`config.mk`:
```
export PLATFORM = sky130hd
export DESIGN_NAME = puzzle_gpu_core
export DESIGN_NICKNAME = d
export VERILOG_FILES = /design/src/rtl/puzzle_gpu_core.sv
export SDC_FILE = /design/constraint.sdc
export NUM_CORES = 1
export LEC_CHECK = 0
export ABC_AREA = 1
export CORE_ASPECT_RATIO = 1.25
export CORE_MARGIN = 2
export CORE_UTILIZATION = 25
export CTS_CLUSTER_SIZE = 8
export DETAILED_ROUTE_END_ITERATION = 8
export GPL_TIMING_DRIVEN = 0
export HOLD_SLACK_MARGIN = 0.02
export REMOVE_ABC_BUFFERS = 1
export SYNTH_ARGS = -nofsm -noshare
export SYNTH_HDL_FRONTEND = slang
export SYNTH_SLANG_ARGS = --single-unit
```
`constraint.sdc`:
```
create_clock -name sysclk -period 4.45 [get_ports sysclk]
set_input_delay 0.445 -clock sysclk [delete_from_list [all_inputs] [get_ports sysclk]]
set_output_delay 0.445 -clock sysclk [all_outputs]
set_load 0.02 [all_outputs]
```
`src/rtl/puzzle_gpu_core.sv`:
```
// Sliding-puzzle controller: move/instruction handling, offset RAM write strobes,
// game state tracking, and registered windowed VGA pixel colour with cursor/win flash.
module puzzle_gpu_core #(
    parameter int GRID_BITS  = 4,
    parameter int GRID_SIZE  = 16,
    parameter int FLASH_BITS = 25,
    parameter int MOVE_BITS  = 16,
    parameter int WIN_X_MIN  = 231,
    parameter int WIN_X_MAX  = 711,
    parameter int WIN_Y_MIN  = 36,
    parameter int WIN_Y_MAX  = 516
) (
    input  logic                   sysclk,
    input  logic                   sysrst_n,
    input  logic [3:0]             instruction,
    input  logic                   scramble,
    input  logic                   offset_all_zero,
    input  logic [21:0]            display_addr,
    input  logic [GRID_BITS-1:0]   mapper_pixel_x,
    input  logic [GRID_BITS-1:0]   mapper_pixel_y,
    input  logic [GRID_BITS-1:0]   offset_x,
    input  logic [GRID_BITS-1:0]   offset_y,
    input  logic [2:0]             pixel_data,
    output logic [21:0]            mapper_display_addr,
    output logic [GRID_BITS-1:0]   offset_pos_x,
    output logic [GRID_BITS-1:0]   offset_pos_y,
    output logic [2*GRID_BITS-1:0] pixel_addr,
    output logic [2:0]             display_data,
    output logic                   ram_write,
    output logic [GRID_BITS-1:0]   ram_write_pos,
    output logic                   ram_write_horizontal,
    output logic                   ram_write_increase,
    output logic                   ram_reset,
    output logic [MOVE_BITS-1:0]   move_count,
    output logic [1:0]             game_state
);

    typedef enum logic [1:0] {
        ST_ARMED = 2'd0,
        ST_PLAY  = 2'd1,
        ST_WIN   = 2'd2
    } state_t;

    localparam logic [GRID_BITS-1:0] LAST  = GRID_BITS'(GRID_SIZE - 1);
    localparam logic [GRID_BITS:0]   MODV  = (GRID_BITS + 1)'(GRID_SIZE);
    localparam logic [10:0]          X_MIN = 11'(WIN_X_MIN);
    localparam logic [10:0]          X_MAX = 11'(WIN_X_MAX);
    localparam logic [10:0]          Y_MIN = 11'(WIN_Y_MIN);
    localparam logic [10:0]          Y_MAX = 11'(WIN_Y_MAX);

    state_t                  state, next_state;
    logic                    busy, busy_next;
    logic [GRID_BITS-1:0]    cursor_x, cursor_y, cursor_x_next, cursor_y_next;
    logic                    wr_issue, rst_issue, count_clear;
    logic [GRID_BITS-1:0]    wr_pos_next;
    logic                    wr_horiz_next, wr_inc_next;
    logic [1:0]              settle;
    logic [FLASH_BITS-1:0]   flash_cnt;
    logic                    phase;
    logic [GRID_BITS-1:0]    px, py;
    logic                    in_window, at_cursor;
    logic [2:0]              pix_next;

    function automatic logic [GRID_BITS-1:0] mod_add(input logic [GRID_BITS-1:0] a,
                                                     input logic [GRID_BITS-1:0] b);
        logic [GRID_BITS:0] sum;
        sum = {1'b0, a} + {1'b0, b};
        if (sum >= MODV) sum = sum - MODV;
        return sum[GRID_BITS-1:0];
    endfunction

    function automatic logic [GRID_BITS-1:0] step_up(input logic [GRID_BITS-1:0] v);
        return (v == LAST) ? '0 : v + 1'b1;
    endfunction

    function automatic logic [GRID_BITS-1:0] step_down(input logic [GRID_BITS-1:0] v);
        return (v == '0) ? LAST : v - 1'b1;
    endfunction

    assign mapper_display_addr = display_addr;
    assign offset_pos_x        = mapper_pixel_x;
    assign offset_pos_y        = mapper_pixel_y;
    assign px                  = mod_add(mapper_pixel_x, offset_y);
    assign py                  = mod_add(mapper_pixel_y, offset_x);
    assign pixel_addr          = {py, px};
    assign game_state          = state;

    always_ff @(posedge sysclk or negedge sysrst_n) begin
        if (!sysrst_n) state <= ST_ARMED;
        else           state <= next_state;
    end

    always_comb begin
        next_state    = state;
        busy_next     = busy;
        cursor_x_next = cursor_x;
        cursor_y_next = cursor_y;
        wr_issue      = 1'b0;
        wr_pos_next   = ram_write_pos;
        wr_horiz_next = ram_write_horizontal;
        wr_inc_next   = ram_write_increase;
        rst_issue     = 1'b0;
        count_clear   = 1'b0;

        if (busy) begin
            if (instruction == 4'd0) busy_next = 1'b0;
        end else if (instruction != 4'd0) begin
            busy_next = 1'b1;
            if (instruction == 4'd6) begin
                rst_issue     = 1'b1;
                count_clear   = 1'b1;
                next_state    = ST_ARMED;
                cursor_x_next = '0;
                cursor_y_next = '0;
            end else if (state != ST_WIN) begin
                case (instruction)
                    4'd1: if (scramble) begin
                              wr_issue = 1'b1; wr_pos_next = cursor_x;
                              wr_horiz_next = 1'b0; wr_inc_next = 1'b1;
                          end else cursor_y_next = step_down(cursor_y);
                    4'd2: if (scramble) begin
                              wr_issue = 1'b1; wr_pos_next = cursor_y;
                              wr_horiz_next = 1'b1; wr_inc_next = 1'b0;
                          end else cursor_x_next = step_up(cursor_x);
                    4'd3: if (scramble) begin
                              wr_issue = 1'b1; wr_pos_next = cursor_y;
                              wr_horiz_next = 1'b1; wr_inc_next = 1'b1;
                          end else cursor_x_next = step_down(cursor_x);
                    4'd4: if (scramble) begin
                              wr_issue = 1'b1; wr_pos_next = cursor_x;
                              wr_horiz_next = 1'b0; wr_inc_next = 1'b0;
                          end else cursor_y_next = step_up(cursor_y);
                    4'd5: begin
                              rst_issue  = 1'b1;
                              next_state = ST_ARMED;
                          end
                    default: ;
                endcase
                if (wr_issue) next_state = ST_PLAY;
            end
        end

        // Win only when nothing else moved the state this edge; a fresh write keeps PLAY.
        if (state == ST_PLAY && next_state == ST_PLAY && !wr_issue &&
            settle == 2'd0 && offset_all_zero)
            next_state = ST_WIN;
    end

    assign in_window = (display_addr[21:11] >= X_MIN) && (display_addr[21:11] <= X_MAX) &&
                       (display_addr[10:0]  >= Y_MIN) && (display_addr[10:0]  <= Y_MAX);
    assign at_cursor = (mapper_pixel_x == cursor_x) && (mapper_pixel_y == cursor_y);

    always_comb begin
        pix_next = '0;
        if (in_window) begin
            if (phase && (state == ST_WIN || at_cursor)) pix_next = ~pixel_data;
            else                                         pix_next = pixel_data;
        end
    end

    always_ff @(posedge sysclk or negedge sysrst_n) begin
        if (!sysrst_n) begin
            busy                 <= 1'b0;
            cursor_x             <= '0;
            cursor_y             <= '0;
            ram_write            <= 1'b0;
            ram_reset            <= 1'b0;
            ram_write_pos        <= '0;
            ram_write_horizontal <= 1'b0;
            ram_write_increase   <= 1'b0;
            settle               <= '0;
            move_count           <= '0;
            flash_cnt            <= '0;
            phase                <= 1'b0;
            display_data         <= '0;
        end else begin
            busy                 <= busy_next;
            cursor_x             <= cursor_x_next;
            cursor_y             <= cursor_y_next;
            ram_write            <= wr_issue;
            ram_reset            <= rst_issue;
            ram_write_pos        <= wr_pos_next;
            ram_write_horizontal <= wr_horiz_next;
            ram_write_increase   <= wr_inc_next;
            if (wr_issue)                settle <= 2'd2;
            else if (settle != 2'd0)     settle <= settle - 1'b1;
            if (count_clear)                      move_count <= '0;
            else if (wr_issue && move_count != '1) move_count <= move_count + 1'b1;
            flash_cnt <= flash_cnt + 1'b1;
            if (flash_cnt == '1) phase <= ~phase;
            display_data <= pix_next;
        end
    end

endmodule

```
==> results.txt, run 1 <==
----------------------------------------------------
[Status]
  Outcome ... completed

[Timing]
  Hold Fails Final Rpt ... 0
  Setup TNS ... 0 ns
  Final cycle utilization of the critical path ... 0.644
  Max-slew violation count ... 0
  Highest clock rate ... 349 MHz
  Setup repair after global routing missed its margin ... false
  Relative slew slack ... 0.259
  Slew at the pin closest to its max-slew limit ... 1.11 ns
  Tmin final ... 2.87 ns
  Setup Viol. Count Final ... 0
  Final setup skew ... 0.00859 ns

[Synthesis]
  Number of synthesized register bits ... 66
  Synth unique cells ... 35
  Synth top area share ... 0.374
  Cells taking the most area after synthesis ... dfrtp_1 37%, nand2_1 11%, nand3_1 7.0%, xor2_1 6.0%, buf_4 5.4%
  Post-synthesis cell type with the largest combined area ... dfrtp_1
  Synth Instances ... 567
  Cell area after technology mapping ... 4410 sq um
  Fraction of the yosys area taken by sequential cells ... 0.374
  Count of yosys warnings during synthesis ... 0
  Syn avg cell area ... 7.78 sq um

[Floorplan]
  Row cnt ... 54
  Chip Height ... 153 um
  Die Outline Area ... 18,700 sq um
  Die X-Extent ... 123 um
  Placeable core region ... 17,400 sq um
  Top-level I/O count ... 116
  Starting density of the core ... 0.254

[Power and ir drop]
  Post-route total power ... 2.04 mW
  Leak ... 2.63 nW
  Ratio of total power to cell area ... 347 nW/um^2
  Maximum vdd drop ... 0.000172 V

[Finish]
  Final-stage net count ... 716
  Final-layout fill cell count ... 1,787
  Antenna diodes ... 0
  Layout Area Growth over Synthesis ... 33.4%
  Sequential cell area ... 1650 sq um
  Combined area of the multi-input logic cells ... 2240 sq um
  Ratio of cells with drive above 1 in the final layout ... 0.0533

[Run]
  Max Cap Viol ... 0

[Setup path]
  Slowest stage cell on the critical path ... clkdlybuf4s50_1
  Cell family with most CP delay ... buffers and inverters
  Register-to-register path setup slack ... 2.45 ns
  Arrival time at the worst endpoint ... 2.42 ns
  Req. time, crit path ... 4.01 ns
  Worst setup EP type ... output pin
  Largest incremental delay on the critical path ... 0.63 ns
  Class of the most critical setup path ... in -> out
  Most frequent cell on the critical path ... clkdlybuf4s50_1
  Maximum fanout along the worst path ... 4
  List of cells traversed by the critical path ... clkdlybuf4s50_1, ha_1, inv_1, fa_1, xnor2_1, clkdlybuf4s50_1
  Crit path launch type ... input port
  WP buf/inv ... 3

[Clock network]
  Number of levels the H-tree was split into ... 3
  Total setup buffers inserted after CTS ... 0
  CTS tree ... done
  Total CTS buffers ... 9
  Clock transition at the registers of the reported paths ... 0.06 ns
  Clock latency at the later pin of the worst-skew pair ... 0.33 ns
  Maximum root-to-sink buffer count ... 2
  Post_cts resized ... 0
  Clock net sink count ... 66
  CTS Root Buffer Type ... clkbuf_16
  Number of buffers inserted for hold repair after clock tree synthesis ... 0

[Placed design]
  Routability cong. ... 0.833
  IO Port Bufs ... 115
  Estimated wirelength of the detail-placed design ... 8010 um

[Global route]
  Vias in the first global route ... 3,804
  Number of antenna violations at the first check in global routing ... 0
  First-pass GRT wire length ... 17,900 um
  Grt total ovfl ... 0
  Largest net degree at the start of global routing ... 67
  Total routing usage reported by global routing ... 0.118

[Route]
  Total Routed Length ... 10,500 um
  Initial detailed-routing violation count ... 142
  Via count of the routed design ... 3,833
  Final antenna-violating net count ... 0
  Average routed wire per standard cell ... 12.0 um
  Drc violations ... 0
  Pre-antenna DRT Iters ... 4
  Vias per Instance ... 4.35

[Hold path]
  Hold Crit Class ... in -> async

----------------------------------------------------
==> state kept, by name, summed over array words and instances, names as in the netlist <==
register	cells
settle	2
move_count	16
ram_write_increase	1
game_state	2
cursor_y	4
ram_write_pos	4
ram_write_horizontal	1
flash_cnt	25
ram_write	1
phase	1
display_data	3
ram_reset	1
cursor_x	4
busy	1
==> placed cells by master, fill, tap and decap left out, drive strengths merged, types with 10 or more instances in the layout <==
| master | synthesis | routed |
|---|---|---|
| dfrtp | 66 | 66 |
| inv | 61 | 61 |
| xor2 | 30 | 30 |
| nand4 | 11 | 11 |
| clkdlybuf4s50 | 0 | 114 |
| clkbuf | 3 | 10 |
| nor2 | 59 | 59 |
| o21ai | 24 | 24 |
| ha | 13 | 13 |
| nand2 | 129 | 129 |
| nor3 | 15 | 15 |
| xnor2 | 25 | 25 |
| nand3 | 63 | 63 |
==> logic make-up after synthesis <==
kind of cell	count (synthesis)	share of synthesized area
fa+ha+maj	15	0.0459
buf+inv	102	0.118
simple gates	288	0.300
flops	66	0.374
xor+xnor	55	0.109
compound gates	41	0.0530
==> area by class of cell <==
| class | instances | share of cell area |
|---|---|---|
| clock inverter | 6 | 0.0178 |
| timing repair buffer | 115 | 0.195 |
| inverter | 61 | 0.0393 |
| clock buffer | 10 | 0.0389 |
| tap | 224 | 0.0476 |
| sequential | 66 | 0.280 |
| multi-input combinational | 399 | 0.381 |
==> path summary, 6_finish.rpt <==
kind,start,to,cells past startpoint
hold reg to reg,flash_cnt[22],flash_cnt[22],1
min in group sysclk,flash_cnt[22],flash_cnt[22],1
hold / removal,sysrst_n,move_count[8],1
setup reg to reg,busy,cursor_x[3],6
setup / recovery,mapper_pixel_y[0],pixel_addr[6],6
max in group asynchronous,sysrst_n,display_data[0],1
==> where the power goes <==
part	switching, mW	internal, mW	leakage (nW)
combinational	0.274	0.244	1.61
sequential	0.0700	0.657	0.861
clock	0.253	0.544	0.166
total	0.597	1.44	2.63
==> routing by layer <==
metal,global-route usage,up-vias,part of all wire
met2,0.195,91,0.49
met4,0.0504,0,0.023
met5,0,-,0
met1,0.146,1754,0.44
li1,-,1970,-
met3,0.0273,18,0.046
==> synth_stat cells (all sizes together) <==
| master | n |
|---|---|
| dfrtp | 66 |
| o31ai | 2 |
| fa | 2 |
| ha | 13 |
| o21ai | 24 |
| xor2 | 30 |
| o211ai | 3 |
| a21boi | 1 |
| buf | 38 |
| nor2 | 59 |
| xnor2 | 25 |
| nand2 | 129 |
| nand4 | 11 |
| nor3b | 1 |
| nand3b | 8 |
| a31oi | 5 |
| nor4 | 2 |
| nand3 | 63 |
| a21oi | 6 |
| inv | 61 |
| clkbuf | 3 |
| nor3 | 15 |
==> through the flow <==
step | instance area (sq um) | std cells | util | worst slack, ns | hold WS, ns
2_1_floorplan | 4130 | 526 | - | 2.54 | 0.149
3_3_place_gp | 5560 | 865 | 0.320 | 0.618 | 0.461
4_1_cts | 5890 | 881 | 0.339 | 1.57 | 0.252
6_report | 5890 | 881 | 0.339 | 1.58 | 0.220
3_5_place_dp | 5550 | 865 | 0.320 | 1.39 | 0.466
5_1_grt | 5890 | 881 | 0.339 | 1.48 | 0.284
Power figures use the tool's default switching activity.
==> inputs of run 2 (changes only) <==
==> constraint.sdc (replaced) <==
create_clock -name sysclk -period 2.4 [get_ports sysclk]
set_input_delay 0.24 -clock sysclk [delete_from_list [all_inputs] [get_ports sysclk]]
set_output_delay 0.24 -clock sysclk [all_outputs]
set_load 0.02 [all_outputs]
==> run 2 against run 1 <==
  * Worst setup slack got worse by 1.5 ns
  * Routed wire length about the same
  * Combinational power increased by 84%
  * Total power increased by 85%
  * Clock skew about the same
  * Non-clock buffer count unchanged
  * Sequential power increased by 86%
  * Largest cell class unchanged
==> results.txt, run 2 (synthesis gave the netlist of run 1 again) <==
----------------------------------------------------
[Finish]
  Final-stage net count ... 716 (unchanged)
  Sequential cell area ... 1650 sq um (unchanged)
  Most common library cell in the layout ignoring fill and taps ... nand2_1 (unchanged)
  Flip-flop count of the largest register, all copies and words added ... 25 (unchanged)
  Register containing the most flip-flops in the final layout ... flash_cnt (unchanged)
  Final-layout fill cell count ... 1,789 (was 1,787)
  Antenna diodes ... 0 (unchanged)
  Commonest cells after routing, fill and taps aside ... 123 x nand2_1, 109 x clkdlybuf4s50_1, 66 x dfrtp_1, 62 x nand3_1, 58 x inv_1 (was 124 x nand2_1, 114 x clkdlybuf4s50_1, 66 x dfrtp_1, 62 x nand3_1, 58 x inv_1)
  Largest registers ranked by flip-flop count ... flash_cnt x25, move_count x16 (unchanged)
  Ratio of cells with drive above 1 in the final layout ... 0.0548 (was 0.0533)
  Layout Area Growth over Synthesis ... 33.6% (was 33.4%)
  Combined area of the multi-input logic cells ... 2240 sq um (about the same)

[Clock network]
  Total CTS buffers ... 9 (unchanged)
  CTS Root Buffer Type ... clkbuf_16 (unchanged)
  Clock net sink count ... 66 (unchanged)
  Maximum root-to-sink buffer count ... 2 (unchanged)
  Number of levels the H-tree was split into ... 3 (unchanged)
  Clock latency at the later pin of the worst-skew pair ... 0.33 ns (about the same)
  Number of buffers inserted for hold repair after clock tree synthesis ... 0 (unchanged)
  Total setup buffers inserted after CTS ... 0 (unchanged)
  Clock transition at the registers of the reported paths ... 0.06 ns (about the same)
  CTS tree ... done (unchanged)

[Route]
  Average routed wire per standard cell ... 12.0 um (about the same)
  Final antenna-violating net count ... 0 (unchanged)
  Drc violations ... 0 (unchanged)
  Vias per Instance ... 4.36 (was 4.35)
  Pre-antenna DRT Iters ... 4 (unchanged)
  Total Routed Length ... 10,500 um (about the same)
  Via count of the routed design ... 3,840 (was 3,833)
  Initial detailed-routing violation count ... 164 (was 142)

[Power and ir drop]
  Maximum vdd drop ... 0.000320 V (was 0.000172 V)
  Clock group share of total power ... 0.391 (was 0.390)
  Ratio of total power to cell area ... 641 nW/um^2 (was 347 nW/um^2)
  Internal Pwr Total ... 2.67 mW (was 1.44 mW)
  Leak ... 2.67 nW (was 2.63 nW)
  Combinational fraction of design power ... 0.253 (was 0.254)
  Proportion of total power due to net switching ... 0.293 (was 0.292)
  Seq pwr share ... 0.357 (was 0.356)
  Net switching power ... 1.11 mW (was 0.597 mW)

[Floorplan]
  Die Outline Area ... 18,700 sq um (unchanged)
  Row cnt ... 54 (unchanged)
  Die X-Extent ... 123 um (unchanged)
  Top-level I/O count ... 116 (unchanged)
  Placeable core region ... 17,400 sq um (unchanged)
  Starting density of the core ... 0.254 (unchanged)
  Chip Height ... 153 um (unchanged)

[Setup path]
  Cell family with most CP delay ... buffers and inverters (unchanged)
  Register-to-register path setup slack ... 0.54 ns (was 2.45 ns)
  Worst setup EP type ... output pin (unchanged)
  Req. time, crit path ... 2.16 ns (was 4.01 ns)
  Slowest stage cell on the critical path ... clkdlybuf4s50_1 (unchanged)
  Crit path launch type ... input port (unchanged)
  Arrival time at the worst endpoint ... 2.05 ns (was 2.42 ns)
  WP buf/inv ... 2 (was 3)
  Most frequent cell on the critical path ... clkdlybuf4s50_1 (unchanged)
  Class of the most critical setup path ... in -> out (unchanged)
  Maximum fanout along the worst path ... 3 (was 4)
  Largest incremental delay on the critical path ... 0.62 ns (was 0.63 ns)
  List of cells traversed by the critical path ... clkdlybuf4s50_1, ha_1, a21oi_1, nand2_1, xnor2_1, clkdlybuf4s50_1 (was clkdlybuf4s50_1, ha_1, inv_1, fa_1, xnor2_1, clkdlybuf4s50_1)

[Timing]
  Highest clock rate ... 437 MHz
  Setup repair after global routing missed its margin ... false (unchanged)
  Relative slew slack ... 0.431 (was 0.259)
  Worst hold slack ... 0.0135 ns (was 0.220 ns)
  Max-slew violation count ... 0 (unchanged)
  Final setup skew ... 0.00829 ns (was 0.00859 ns)
  Tmin final ... 2.29 ns
  Setup TNS ... 0 ns (unchanged)
  Hold Fails Final Rpt ... 0 (unchanged)
  Setup Viol. Count Final ... 0 (unchanged)
  Final cycle utilization of the critical path ... 0.954
  Slew at the pin closest to its max-slew limit ... 0.853 ns (was 1.11 ns)

[Hold path]
  Hold Crit Class ... in -> async (unchanged)

[Global route]
  Largest net degree at the start of global routing ... 67 (unchanged)
  Grt total ovfl ... 0 (unchanged)
  Number of antenna violations at the first check in global routing ... 0 (unchanged)
  Total routing usage reported by global routing ... 0.118 (about the same)
  Vias in the first global route ... 3,798 (was 3,804)
  First-pass GRT wire length ... 17,900 um (about the same)

[Run]
  Max Cap Viol ... 0 (unchanged)

[Placed design]
  Estimated wirelength of the detail-placed design ... 8010 um (unchanged)
  Routability cong. ... 0.833 (unchanged)
  IO Port Bufs ... 115 (unchanged)

[Status]
  Outcome ... completed (unchanged)

----------------------------------------------------
[run 2: cell types whose count changed in the layout (fill, tap and decap cells not counted)]
cell	delta
nand2_1	-1
nand2_2	+1
dlymetal6s2s_1	+3
clkdlybuf4s50_1	-5
dlygate4sd2_1	+2
[run 2: worst register-to-register path: cells and delay by family (launching register included)]
kind | cells | cell delay, ns
adder cells (fa/ha/maj) | 1 | 0.25
AND/OR/NAND/NOR | 5 | 0.81
buffers and inverters | 1 | 0.13
AO/OA/AOI/OAI | 1 | 0.09
flip-flops | 1 | 0.45
[run 2: what timing repair did]
item	in CTS	in global routing
pin swaps	0	0
endpoints found under the hold margin	0	0
setup endpoints to repair	6	3
gates resized for setup	3	3
[run 2: per-layer routing]
metal  GRT usage  up-vias  wire length, um
met2       0.195       90             5190
met1       0.146     1759             4610
met3      0.0273       18              498
met5           0        -                0
met4      0.0504        0              246
li1            -     1973                -
[run 2: final cells by class]
| cell class | count | share of cell area |
|---|---|---|
| Sequential cell | 66 | 0.280 |
| Inverter | 61 | 0.0393 |
| Tap cell | 224 | 0.0475 |
| Clock buffer | 10 | 0.0388 |
| Multi-Input combinational cell | 399 | 0.381 |
| Timing Repair Buffer | 115 | 0.196 |
| Clock inverter | 6 | 0.0178 |
[run 2: per-stage QoR]
step | setup slack (ns) | std cells | utilization | power (mW) | cell area, sq um
4_1_cts | 0.00361 | 881 | 0.339 | 3.84 | 5890
5_1_grt | 0.0434 | 881 | 0.340 | 4.00 | 5900
3_5_place_dp | -0.451 | 865 | 0.320 | 2.34 | 5550
6_report | 0.109 | 881 | 0.340 | 3.78 | 5900
2_1_floorplan | 0.691 | 526 | - | 1.86 | 4130
3_3_place_gp | -1.23 | 865 | 0.320 | 2.33 | 5560
[run 2: power groups by stage]
stage,combinational [mW],sequential (mW),clock [mW]
3_5_place_dp,0.974,1.37,0
6_report,0.955,1.35,1.48
3_3_place_gp,0.959,1.37,0
2_1_floorplan,0.465,1.40,0
4_1_cts,0.973,1.35,1.52
5_1_grt,1.07,1.37,1.56
[run 2: path summary, 6_finish.rpt]
check                                   from         endpoint  cells after the start
min in group sysclk            flash_cnt[22]    flash_cnt[22]                      1
min                                 sysrst_n    move_count[8]                      1
max in group asynchronous           sysrst_n  display_data[0]                      1
max reg2reg                    move_count[0]    move_count[5]                      8
min reg2reg                    flash_cnt[22]    flash_cnt[22]                      1
max                        mapper_pixel_x[2]    pixel_addr[3]                      6
==> inputs of run 3 (changes only) <==
--- a/config.mk
+++ b/config.mk
@@ -14,6 +14,7 @@
 export GPL_TIMING_DRIVEN = 0
 export HOLD_SLACK_MARGIN = 0.02
 export REMOVE_ABC_BUFFERS = 1
+export SLEW_MARGIN = 10
 export SYNTH_ARGS = -nofsm -noshare
 export SYNTH_HDL_FRONTEND = slang
 export SYNTH_SLANG_ARGS = --single-unit
==> run 3 against run 2 <==
  * Sequential cell count did not move
  * Cell area up 1.2%
  * Via count increased by 0.94%
  * Sequential share of layout area decreased by 0.33 points
  * Utilization increased by 0.41 points
  * Count of clock-buffer cells in the layout grew 1
  * Combinational power increased by 2%
  * Total power increased by 4.2%
  * Fmax is 0.29% lower
  * Critical path type unchanged
  * Largest cell class unchanged
  * Largest power group unchanged
  * Highest routed layer unchanged
==> results.txt, run 3 (synthesis gave the netlist of run 1 again) <==
----------------------------------------------------
[Clock network]
  Maximum root-to-sink buffer count ... 2 (unchanged)
  CTS Root Buffer Type ... clkbuf_16 (unchanged)
  CTS tree ... done (unchanged)
  Clock latency at the later pin of the worst-skew pair ... 0.33 ns (about the same)
  Number of levels the H-tree was split into ... 3 (unchanged)
  Clock transition at the registers of the reported paths ... 0.06 ns (about the same)
  Total setup buffers inserted after CTS ... 0 (unchanged)
  Clock net sink count ... 66 (unchanged)
  Total CTS buffers ... 9 (unchanged)

[Finish]
  Antenna diodes ... 0 (unchanged)
  Flip-flop count of the largest register, all copies and words added ... 25 (unchanged)
  Ratio of cells with drive above 1 in the final layout ... 0.0561 (was 0.0548)
  Final-layout fill cell count ... 1,811 (was 1,789)
  Most common library cell in the layout ignoring fill and taps ... nand2_1 (unchanged)
  Layout Utilization ... 0.344 (was 0.340)
  Largest registers ranked by flip-flop count ... flash_cnt x25, move_count x16 (unchanged)
  Layout Area Growth over Synthesis ... 35.2% (was 33.6%)
  Register containing the most flip-flops in the final layout ... flash_cnt (unchanged)
  Commonest cells after routing, fill and taps aside ... 123 x nand2_1, 109 x clkdlybuf4s50_1, 66 x dfrtp_1, 62 x nand3_1, 58 x inv_1 (unchanged)
  Design area ... 5970 sq um (was 5900 sq um)
  Final-stage net count ... 718 (was 716)

[Setup path]
  Req. time, crit path ... 2.16 ns (about the same)
  Worst setup EP type ... output pin (unchanged)
  Worst reg2reg endpoint ... move_count[5] (unchanged)
  Maximum fanout along the worst path ... 3 (unchanged)
  Class of the most critical setup path ... in -> out (unchanged)
  Startpoint of the worst setup timing path ... mapper_pixel_x[2] (unchanged)
  Depth of the most critical reg-to-reg path ... 8 (unchanged)
  Crit path launch type ... input port (unchanged)
  Start of the worst register-to-register path ... move_count[0] (unchanged)
  Arrival time at the worst endpoint ... 2.06 ns (was 2.05 ns)
  Register-to-register path setup slack ... 0.56 ns (was 0.54 ns)

[Route]
  Drc violations ... 0 (unchanged)
  Total Routed Length ... 10,500 um (about the same)
  Initial detailed-routing violation count ... 195 (was 164)
  Final antenna-violating net count ... 0 (unchanged)
  Via count of the routed design ... 3,876 (was 3,840)
  Average routed wire per standard cell ... 11.9 um (was 12.0 um)
  Pre-antenna DRT Iters ... 6 (was 4)
  Vias per Instance ... 4.39 (was 4.36)

[Power and ir drop]
  Maximum vdd drop ... 0.000298 V (was 0.000320 V)
  Leak ... 2.70 nW (was 2.67 nW)
  Ratio of total power to cell area ... 660 nW/um^2 (was 641 nW/um^2)
  Proportion of total power due to net switching ... 0.284 (was 0.293)
  Combinational fraction of design power ... 0.247 (was 0.253)
  Net switching power ... 1.12 mW (was 1.11 mW)
  Internal Pwr Total ... 2.82 mW (was 2.67 mW)
  Post-route total power ... 3.94 mW (was 3.78 mW)
  Seq pwr share ... 0.342 (was 0.357)
  Clock group share of total power ... 0.411 (was 0.391)

[Global route]
  Largest net degree at the start of global routing ... 60 (was 67)
  First-pass GRT wire length ... 17,700 um (was 17,900 um)
  Number of antenna violations at the first check in global routing ... 0 (unchanged)
  Vias in the first global route ... 3,732 (was 3,798)
  Grt total ovfl ... 0 (unchanged)
  Total routing usage reported by global routing ... 0.117 (was 0.118)

[Timing]
  Hold Fails Final Rpt ... 0 (unchanged)
  Tmin final ... 2.30 ns (was 2.29 ns)
  Max-slew violation count ... 0 (unchanged)
  Highest clock rate ... 435 MHz (was 437 MHz)
  Setup Viol. Count Final ... 0 (unchanged)
  Setup repair after global routing missed its margin ... false (unchanged)
  Final cycle utilization of the critical path ... 0.957 (was 0.954)
  Final setup skew ... 0.00679 ns (was 0.00829 ns)
  Worst hold slack ... 0.270 ns (was 0.0135 ns)
  Slew at the pin closest to its max-slew limit ... 0.617 ns (was 0.853 ns)
  Relative slew slack ... 0.587 (was 0.431)
  Setup TNS ... 0 ns (unchanged)

[Floorplan]
  Chip Height ... 153 um (unchanged)
  Top-level I/O count ... 116 (unchanged)
  Die X-Extent ... 123 um (unchanged)
  Starting density of the core ... 0.254 (unchanged)
  Row cnt ... 54 (unchanged)
  Placeable core region ... 17,400 sq um (unchanged)
  Die Outline Area ... 18,700 sq um (unchanged)

[Status]
  Outcome ... completed (unchanged)

[Placed design]
  Estimated wirelength of the detail-placed design ... 8060 um (was 8010 um)
  Area after DPL ... 5580 sq um (was 5550 sq um)
  IO Port Bufs ... 115 (unchanged)
  Routability cong. ... 0.833 (unchanged)

[Run]
  Max Cap Viol ... 0 (unchanged)

[Hold path]
  Hold Crit Class ... in -> async (unchanged)

----------------------------------------------------
[run 3: changes by cell type in the layout (fill, tap and decap cells not counted), sizes merged]
cell,delta
bufinv,+1
buf,+1
dlygate4sd3,+1
clkinv,-2
clkbuf,+1
[run 3: how the worst max path moves through the flow]
stage | to | slack (ns) | cells after the start
floorplan | move_count[5] | 0.69 | 8
global placement | display_data[1] | -1.23 | 1
detailed placement | cursor_x[1] | -0.42 | 8
CTS | pixel_addr[5] | 0.002 | 6
global route | pixel_addr[3] | 0.006 | 6
finish | pixel_addr[3] | 0.10 | 6
[run 3: layout make-up]
cell class / instances / area [sq um] / share of cell area
timing repair buffer: 117 / 1190 / 0.200
clock inverter: 5 / 125 / 0.0210
inverter: 61 / 231 / 0.0388
tap: 224 / 280 / 0.0470
clock buffer: 11 / 243 / 0.0407
multi-input combinational: 399 / 2240 / 0.376
sequential: 66 / 1650 / 0.277
[run 3: metrics by stage]
stage	setup WS, ns	cells
final	0.103	883
after global routing	0.00598	883
after global placement	-1.23	865
after detailed placement	-0.418	866
after floorplan	0.691	526
after CTS	0.00160	883
[run 3: timing repair]
action,4_1_cts,5_1_grt
gates resized for setup,3,3
setup endpoints to repair,6,3
hold buffers,1,0
endpoints found under the hold margin,61,0
[run 3: power groups by stage]
| stage | combinational (mW) | sequential [mW] | clock, mW |
|---|---|---|---|
| 2_1_floorplan | 0.465 | 1.40 | 0 |
| 3_3_place_gp | 0.959 | 1.37 | 0 |
| 3_5_place_dp | 0.979 | 1.37 | 0 |
| 4_1_cts | 0.988 | 1.35 | 1.66 |
| 5_1_grt | 1.08 | 1.36 | 1.70 |
| 6_report | 0.974 | 1.35 | 1.62 |
[run 3: metal layers]
layer  vias to the layer above  track usage  routed length [um]
li1                       1976            -                   -
met1                      1793        0.143                4520
met2                        89        0.196                5300
met3                        18       0.0262                 479
met4                         0       0.0465                 227
met5                         -            0                   0
[run 3: worst max-delay path: stages]
cell             delay (ns)
clkdlybuf4s50_1        0.47
ha_1                   0.36
a21oi_1                0.16
nand2_1                0.08
xnor2_1                0.13
clkdlybuf4s50_1        0.62
